File: src/rtl/mips_irq_pkg.sv
// Shared types and constants for the mips789 interrupt controller.
package mips_irq_pkg;

  typedef enum logic [1:0] {
    ST_IDLE = 2'd0,
    ST_REQ  = 2'd1,
    ST_SERV = 2'd2
  } irq_state_e;

  localparam int NSRC_DEF = 4;
  localparam int IDW_DEF  = 2;

  localparam int IRQ_TMR     = 0;
  localparam int IRQ_KEY1    = 1;
  localparam int IRQ_KEY2    = 2;
  localparam int IRQ_UART_RX = 3;

endpackage

File: src/rtl/mips_irq_prio.sv
// Fixed-priority encoder: the lowest set request index wins.
module mips_irq_prio #(
  parameter int NSRC = 4,
  parameter int IDW  = 2
) (
  input  logic [NSRC-1:0] req,
  output logic            valid,
  output logic [IDW-1:0]  id
);

  always_comb begin
    valid = |req;
    id    = '0;
    for (int i = NSRC - 1; i >= 0; i--) begin
      if (req[i]) id = IDW'(i);
    end
  end

endmodule

File: src/rtl/mips_irq_ctl.sv
// Vectored interrupt controller: edge/level capture, masking, fixed priority,
// and a request/service/end-of-interrupt handshake with the core.
module mips_irq_ctl
  import mips_irq_pkg::*;
#(
  parameter int NSRC = NSRC_DEF,
  parameter int IDW  = IDW_DEF
) (
  input  logic            clk,
  input  logic            rst,
  input  logic [NSRC-1:0] src_i,
  input  logic [NSRC-1:0] edge_sel_i,
  input  logic [NSRC-1:0] en_i,
  input  logic            vec_we_i,
  input  logic [IDW-1:0]  vec_sel_i,
  input  logic [31:0]     vec_din_i,
  input  logic            irq_ack_i,
  input  logic            irq_eoi_i,
  output logic            irq_req_o,
  output logic [31:0]     irq_addr_o,
  output logic [IDW-1:0]  irq_id_o,
  output logic [NSRC-1:0] pend_o
);

  irq_state_e      state_q, state_d;
  logic [NSRC-1:0] src_d_q;
  logic [NSRC-1:0] epend_q, epend_d;
  logic [31:0]     vec_q [NSRC];
  logic [31:0]     vec_d [NSRC];
  logic            req_q, req_d;
  logic [IDW-1:0]  id_q, id_d;
  logic [31:0]     addr_q, addr_d;

  logic [NSRC-1:0] pend, mpend, ack_clr;
  logic            win_valid;
  logic [IDW-1:0]  win_id;

  // Level sources pass straight through; edge sources come from the latch.
  assign pend  = (edge_sel_i & epend_q) | (~edge_sel_i & src_i);
  assign mpend = pend & en_i;

  mips_irq_prio #(.NSRC(NSRC), .IDW(IDW)) u_prio (
    .req   (mpend),
    .valid (win_valid),
    .id    (win_id)
  );

  always_comb begin
    state_d = state_q;
    id_d    = id_q;
    addr_d  = addr_q;
    ack_clr = '0;
    case (state_q)
      ST_IDLE: begin
        if (win_valid) begin
          state_d = ST_REQ;
          id_d    = win_id;
          addr_d  = vec_q[win_id];
        end
      end
      ST_REQ: begin
        // The core acked the id it was shown, so that id is frozen and cleared.
        if (irq_ack_i) begin
          state_d       = ST_SERV;
          ack_clr[id_q] = edge_sel_i[id_q];
        end else if (!win_valid) begin
          state_d = ST_IDLE;
        end else begin
          id_d   = win_id;
          addr_d = vec_q[win_id];
        end
      end
      ST_SERV: begin
        if (irq_eoi_i) state_d = ST_IDLE;
      end
      default: state_d = ST_IDLE;
    endcase
    req_d = (state_d == ST_REQ);
  end

  // A fresh edge in the ack cycle must survive the clear.
  assign epend_d = (epend_q & ~ack_clr) | (src_i & ~src_d_q & edge_sel_i);

  always_comb begin
    vec_d = vec_q;
    if (vec_we_i) vec_d[vec_sel_i] = vec_din_i;
  end

  always_ff @(posedge clk or posedge rst) begin
    if (rst) begin
      state_q <= ST_IDLE;
      src_d_q <= '0;
      epend_q <= '0;
      vec_q   <= '{default: '0};
      req_q   <= 1'b0;
      id_q    <= '0;
      addr_q  <= '0;
    end else begin
      state_q <= state_d;
      src_d_q <= src_i;
      epend_q <= epend_d;
      vec_q   <= vec_d;
      req_q   <= req_d;
      id_q    <= id_d;
      addr_q  <= addr_d;
    end
  end

  assign irq_req_o  = req_q;
  assign irq_addr_o = addr_q;
  assign irq_id_o   = id_q;
  assign pend_o     = pend;

endmodule
File: config.mk
export PLATFORM = sky130hd
export DESIGN_NAME = mips_irq_ctl
export DESIGN_NICKNAME = d
export VERILOG_FILES = /design/src/rtl/mips_irq_pkg.sv /design/src/rtl/mips_irq_prio.sv /design/src/rtl/mips_irq_ctl.sv
export SDC_FILE = /design/constraint.sdc
export NUM_CORES = 1
export LEC_CHECK = 0
export CORE_MARGIN = 3
export CORE_UTILIZATION = 35
export CTS_BUF_LIST = sky130_fd_sc_hd__clkbuf_4 sky130_fd_sc_hd__clkbuf_8
export CTS_CLUSTER_DIAMETER = 100
export DETAILED_ROUTE_END_ITERATION = 7
export HOLD_SLACK_MARGIN = 0.15
export SYNTH_ARGS = -nofsm -noshare
export SYNTH_HDL_FRONTEND = slang
export SYNTH_SLANG_ARGS = --single-unit
File: constraint.sdc
create_clock -name clk -period 15.7 [get_ports clk]
set_input_delay 2.355 -clock clk [delete_from_list [all_inputs] [get_ports clk]]
set_output_delay 2.355 -clock clk [all_outputs]
set_load 0.1 [all_outputs]
## Word level (Yosys, flattened, before mapping)

Index checks and enable logic that the tools add are counted.

| storage, ports and cells | value |
|---|---|
| register bits after elaboration | 173 |
| input bits | 51 |
| output and inout bits | 39 |

| cells by class | value |
|---|---|
| order comparisons | 5 |
| equality and inequality tests | 4 |
| mux-type cells | 27 |
| bitwise logic cells | 14 |
| reduce and logical (&&, ||, !) cells | 6 |

Operators by type and width:

| operator | count |
|---|---|
| $mux W32 | 5 |
| $bwmux W128 | 1 |
| $bmux W32 S2 | 1 |
| $demux W32 S2 | 1 |
| $pmux W32 S2 | 1 |
| $and A4 B4 Y4 | 7 |
| $mux W2 | 10 |
| $not A4 Y4 | 3 |
| $mux W4 | 2 |
| $or A4 B4 Y4 | 2 |
| $ge A3 B3 Y1 const B | 2 |
| $not A2 Y3 | 2 |
| $pmux W2 S3 | 1 |
| $eq A2 B1 Y1 const B | 2 |
| $pmux W2 S2 | 1 |
| $reduce_or A4 Y1 | 1 |
| $lt A2 B3 Y1 const B | 1 |
| $lt A3 B1 Y1 const B | 1 |
| $bmux W1 S2 | 1 |
| $demux W1 S2 | 1 |
| $eq A2 B2 Y1 const B | 1 |
| $ge A2 B1 Y1 const B | 1 |
| $logic_and A1 B1 Y1 | 2 |
| $logic_not A2 Y1 | 1 |
| 4 further kinds | 5 |

## Logic depth before layout (Yosys ltp)

Gate-level depths: netlist of run 1.

| depth | value |
|---|---|
| word-level depth | 15 |
| gate-level depth with buffers | 7 |
| gate-level depth less buffers | 5 |

## Modules after synthesis

A second synthesis of run 1 with hierarchy kept.

| second synthesis, totals | value |
|---|---|
| cells, all modules | 436 |
| area total of the unflattened synthesis | 7,329.5 sq um |

By module, submodules not included:

| module | instances | cells an instance | area an instance (sq um) |
|---|---|---|---|
| mips_irq_ctl | 1 | 429 | 7,294.5 |
| mips_irq_prio | 1 | 7 | 35.0 |

## Worst setup path after synthesis of run 1

OpenSTA, ideal clock, no wires.

| timing path | value |
|---|---|
| path type | input -> output |
| start | input edge_sel_i[0] |
| end | output pend_o[0] |
| arrival | 2,917 ps |
| data required time | 13,345 ps |
| path slack | 10,428 ps |
| cell stages on the path | 1 |
| cells stage by stage | mux2_2 |

| between the ends | value |
|---|---|
| longest elaborated chain between the ends | 3 |
| elaborated cells between the ends (all ways) | 4 |

Ends and longest elaborated chain:

| element | line | text |
|---|---|---|
| from (decl) | mips_irq_ctl.sv:12 | `input logic [NSRC-1:0] edge_sel_i,` |
| $not A4 Y4 | mips_irq_ctl.sv:39 | `assign pend = (edge_sel_i & epend_q) \| (~edge_sel_i & src_i);` |
| $and A4 B4 Y4 | mips_irq_ctl.sv:39 |  |
| $or A4 B4 Y4 (*) | mips_irq_ctl.sv:39 |  |
| to (decl) | mips_irq_ctl.sv:22 | `output logic [NSRC-1:0] pend_o` |

Mark *: on every way between the ends. The rest lies on a longest branch, timed or not.

## Final worst setup path of run 1

| timing path | value |
|---|---|
| start | input edge_sel_i[1] |
| end | output pend_o[1] |

Same word-level chain as after synthesis.

==> impl_metrics.ini, run 1 <==
[timing]
finalClockSkew_ps = 12.3
rsz0062_at_grt = false
slew-limit-headroom_pct = 26.8
fmax_ghz = 0.152
finalSetupViolations = 0
fin_crit_ps = 6570
min_period_over_period_pct = 41.8
drv_slew = 0
tightest_slew_ps = 1100
finalSetupTns_ps = 0
hold_viol = 0

[layout]
diodes = 0
design_area_um2 = 8930
drive_gt1_share_pct = 8.12
final_nets = 740
area_growth_pct = 19.8
stdcell_count = 972

[power_and_ir_drop]
p_per_area_nw_per_um2 = 190
clkPwrFrac_pct = 17.2
total_power_mw = 1.69
netSwitchingPower_mw = 0.790
p_int_mw = 0.903
combinationalPowerShare_pct = 45.5
vdd_drop_max_v = 0.0000829
p_seq_share_pct = 37.3
sw_frac_of_total_pct = 46.7
p_leak_nw = 3.63

[placed_design]
place_area_um2 = 8560
finalWeightedCongestion = 0.725
dp_hpwl_mm = 10.9
portBuffers = 89
placed_cells = 940

[synthesis]
ys_ff_latch = 173
yosys_warnings = 0
syn_avg_cell_area_um2 = 12.1
synthArstFlopShare_pct = 100
synth_compound_area_share_pct = 10.0
synthAdderAreaFrac_pct = 0
synthXorXnorAreaFrac_pct = 0
netlist_area_um2 = 7450
synth_area_leader_cell = dfrtp_1
yosysUniqueCellTypes = 28
syn_nets = 668
synth_cells = 617
ys.flop_type = dfrtp_1
synth_top_family_by_area = multiplexers
yosysMostFrequentCell = dfrtp_1
synthMuxAreaShare_pct = 20.0
synth_common_cells = 173 x dfrtp_1, 124 x mux2_1, 78 x nand2_1
synth_edf_count = 0
ys_seq_area_share_pct = 58.1
synthTopCellsByArea = dfrtp_1 58%, mux2_1 19%, nand2_1 3.9%, a31o_1 3.8%, a31oi_1 2.7%
synthSimpleGateAreaFrac_pct = 8.71
synth_top_area_share_pct = 58.1

[clock_tree]
root_buffer = clkbuf_8
clk_latency_ps = 460
cts_setup_buffers = 0
cts_buffers = 17
htree_levels = 4
cts-hold-fix-buffers = 0
clkTransAtPathRegs_ps = 80
tritoncts = built
cts_num_sinks = 173
cts_resized = 0
clockBufferDepth = 2

[detailed_routing]
antenna_left = 0
drc = 0
vias = 5173
vias_per_cell = 5.32
dr.pass1.iters = 7
wl_per_cell_um = 19.3
wl_mm = 18.8
drt_iter0_drc = 280

[grt]
grt-ovfl-total = 0
antenna_found_initial = 1
grt_pass1_vias = 5433
grtUsageTotal_pct = 16.0
grt_pass1_wl_mm = 29.4
grt_max_degree = 99

[floorplan]
rows = 52
dieArea_um2 = 23100
die_y_um = 152
die_w_um = 152
start_util_pct = 36.3
core_area_um2 = 20600
pin_count = 90

[setup_path]
worstPathArrival_ps = 4210
start_kind = primary input
required_ps = 13350
worstSetupPathType = in2out
crit_path_end_kind = output port
worst-path-max-fanout = 3

[outcome]
outcome = finished, final reports clean

[run]
max_cap_viol_count = 0

[worst_hold_path]
hp-class = reg2reg
[cell families (layout without fill, tap and decap cells)]
logic type / after synthesis / count (layout)
and+or+nand+nor: 154 / 154
AOI/OAI and AO/OA: 111 / 111
DFF: 173 / 173
buffers and inverters: 47 / 132
muxes: 132 / 132
[final timing paths]
check | start | to | slack [ps] | depth (start not counted)
max | edge_sel_i[1] | pend_o[1] | 9130 | 3
min | src_d_q[0] | epend_q[0] | 420 | 1
max reg2reg | epend_q[2] | irq_addr_o[28] | 12640 | 6
min reg2reg | src_d_q[0] | epend_q[0] | 420 | 1
max in group asynchronous | rst | irq_addr_o[16] | 11700 | 3
min in group asynchronous | rst | epend_q[2] | 2460 | 2
[layer usage]
layer | GRT usage, % | share of wire, % | up-vias
li1 | - | - | 2340
met1 | 19.3 | 44 | 2694
met2 | 27.4 | 50 | 123
met3 | 4.81 | 5.2 | 14
met5 | 0 | 0.064 | -
met4 | 5.35 | 0.99 | 2
[power groups by stage]
stage / combinational (mW) / clock [mW] / sequential, mW
6_report: 0.770 / 0.292 / 0.631
5_1_grt: 0.810 / 0.321 / 0.644
4_1_cts: 0.778 / 0.302 / 0.631
3_5_place_dp: 0.777 / 0 / 0.640
3_3_place_gp: 0.763 / 0 / 0.633
2_1_floorplan: 0.253 / 0 / 0.956
[registers in the layout, indices dropped and copies added, names as in the netlist]
name        count
vec_q         128
irq_addr_o     32
epend_q         4
src_d_q         4
irq_id_o        2
state_q         2
irq_req_o       1
[through the flow]
step                      utilization (%)  hold WS, ps  worst slack (ps)
after floorplan                         -          400              8660
after global placement               41.6          409              9130
final                                43.4          423              9130
after CTS                            43.4          425              9130
after global routing                 43.4          438              9080
after detailed placement             41.6          410              9130
[critical path: stages]
cell             delay (ps)
clkdlybuf4s50_1         440
mux2_2                  270
clkdlybuf4s50_1        1140
[layout make-up]
cell class,count,area (um^2)
fill,1925,11600
sequential,173,4330
multi-input combinational,397,2930
timing repair buffer,96,943
tap,270,338
clock buffer,21,277
clock inverter,11,93.8
inverter,4,20.0
[cells in the final DEF (no fill, tap or decap), drive strengths merged, types with 4 or more instances in the layout]
| master | count |
|---|---|
| mux2 | 132 |
| a21oi | 4 |
| a31oi | 32 |
| nor2 | 34 |
| clkinvlp | 4 |
| o21ai | 37 |
| clkdlybuf4s50 | 89 |
| dfrtp | 173 |
| nand2 | 79 |
| inv | 4 |
| a31o | 32 |
| buf | 7 |
| nand3 | 33 |
| clkbuf | 21 |
| clkinv | 6 |
(Power assumes the default switching activity.)
==> run 2, diff against run 1 <==
==> constraint.sdc (replaced) <==
create_clock -name clk -period 5.6 [get_ports clk]
set_input_delay 0.84 -clock clk [delete_from_list [all_inputs] [get_ports clk]]
set_output_delay 0.84 -clock clk [all_outputs]
set_load 0.1 [all_outputs]
==> run 2 against run 1 <==
Final cell count stayed put. Register-to-register slack worse by 10000 ps. Die area stayed put. Global-route usage is 0.15 points lower. Combinational power grew to 2.8 times the previous value. First-iteration DRC count is 0.71% lower. Highest routed layer is now met4. Routed wire length is 4.3% lower. Sequential share of layout area hardly changed. Worst hold slack worse by 1.6 ps. Power grew to 2.8 times the previous value. Utilization hardly changed.
==> impl_metrics.ini, run 2 (synthesized netlist as in run 1, its figures left out) <==
[detailed_routing]
vias_per_cell = 5.21
wl_mm = 18.0
dr.pass1.iters = 5
drt_iter0_drc = 278
vias = 5062
wl_per_cell_um = 18.5
antenna_left = 0
drc = 0

[floorplan]
start_util_pct = 36.3
rows = 52
pin_count = 90
dieArea_um2 = 23100
die_w_um = 152
core_area_um2 = 20600
die_y_um = 152

[outcome]
outcome = finished, final reports clean

[clock_tree]
clkTransAtPathRegs_ps = 90
clockBufferDepth = 2
cts-hold-fix-buffers = 0
clk_latency_ps = 450
cts_buffers = 17
tritoncts = built
htree_levels = 4
cts_resized = 0
root_buffer = clkbuf_8
cts_num_sinks = 173
cts_setup_buffers = 0

[timing]
finalSetupTns_ps = 0
fin_crit_ps = 3580
rsz0062_at_grt = false
tightest_slew_ps = 1120
drv_slew = 0
finalClockSkew_ps = 11.3
hold_viol = 0
min_period_over_period_pct = 63.9
finalSetupViolations = 0
setup_ws_ps = 2020
slew-limit-headroom_pct = 24.8
fmax_ghz = 0.280

[layout]
diodes = 0
drive_gt1_share_pct = 8.12
layout_commonest_cell = dfrtp_1
area_growth_pct = 19.7
utilization_pct = 43.4
design_area_um2 = 8920
mostFrequentLayoutCells = 173 x dfrtp_1, 124 x mux2_1, 89 x clkdlybuf4s50_1
final_nets = 741
largest_reg_flops = 128
top_register = vec_q

[power_and_ir_drop]
clkPwrFrac_pct = 16.8
vdd_drop_max_v = 0.000240
combinationalPowerShare_pct = 45.3
p_seq_share_pct = 37.9
p_leak_nw = 3.64
sw_frac_of_total_pct = 46.5
netSwitchingPower_mw = 2.19
p_int_mw = 2.52
p_per_area_nw_per_um2 = 528

[grt]
grt_use_met1_pct = 20.9
grt_pass1_vias = 5288
grtUsageTotal_pct = 15.8
grt_pass1_wl_mm = 29.3
use_met3_pct = 3.41
grt_max_degree = 110
use_met2_pct = 26.0
antenna_found_initial = 0
busiest_layer = met2
grt-ovfl-total = 0

[setup_path]
worstSetupPathType = in2reg
cp_cell_sequence = clkdlybuf4s50_1, mux2_2, nand2_2, a41oi_4, buf_4, nor2_1, a31oi_1
ff2ff_path_depth = 6
rrSetupSlack_ps = 2600
worst-path-max-fanout = 37
crit_family = compound AO/OA/AOI/OAI gates
r2r-end = irq_addr_o[30]
worstPathArrival_ps = 3950
required_ps = 5970
crit_end = irq_addr_o[30]
cp.depth = 7
crit_slowest_cell = a41oi_4
r2r-start = epend_q[0]
crit_path_end_kind = register
crit_buf_inv = 2
max_stage_delay_ps = 1150
start_kind = primary input
critPathLaunch = edge_sel_i[0]

[placed_design]
pre_cts_ws_ps = 1520
dp_hpwl_mm = 10.8
finalWeightedCongestion = 0.723
place_area_um2 = 8560
portBuffers = 89

[worst_hold_path]
hp-class = reg2reg

[run]
max_cap_viol_count = 0
-- run 2: cell types whose count changed in the layout (fill, tap and decap cells not counted), sizes merged --
cell | previous run | this run
bufinv | 1 | 0
clkinvlp | 4 | 1
clkbuf | 21 | 25
clkinv | 6 | 5
buf | 7 | 8
-- run 2: worst min-delay path by stage --
stage,cells after the start,start,endpoint,slack [ps]
6_report,1,src_d_q[1],epend_q[1],420
2_1_floorplan,1,src_d_q[0],epend_q[0],400
3_3_place_gp,1,src_d_q[1],epend_q[1],410
3_5_place_dp,1,src_d_q[0],epend_q[0],430
4_1_cts,1,src_d_q[1],epend_q[1],420
5_1_grt,1,src_d_q[3],epend_q[3],440
-- run 2: metrics by stage --
step | hold WS, ps | total power [mW] | cells
finish | 422 | 4.71 | 972
global route | 438 | 4.96 | 972
CTS | 421 | 4.76 | 972
detailed placement | 425 | 3.97 | 941
global placement | 412 | 3.92 | 941
floorplan | 400 | 3.39 | 617
-- run 2: power groups by stage --
stage / clock, mW / combinational, mW / sequential, mW
finish: 0.792 / 2.13 / 1.79
global route: 0.870 / 2.26 / 1.83
CTS: 0.815 / 2.16 / 1.79
detailed placement: 0 / 2.15 / 1.81
global placement: 0 / 2.12 / 1.80
floorplan: 0 / 0.709 / 2.68
-- run 2: final cells by class --
| cell class | instances | area (um^2) |
|---|---|---|
| multi-input combinational | 397 | 2930 |
| inverter | 4 | 20.0 |
| clock inverter | 6 | 36.3 |
| timing repair buffer | 97 | 951 |
| fill | 1937 | 11600 |
| tap | 270 | 338 |
| clock buffer | 25 | 319 |
| sequential | 173 | 4330 |
-- run 2: layer usage --
layer  vias up  share of wire, %
met4         0               1.3
met5         -                 0
li1       2339                 -
met2       108                49
met1      2601                45
met3        14               4.3
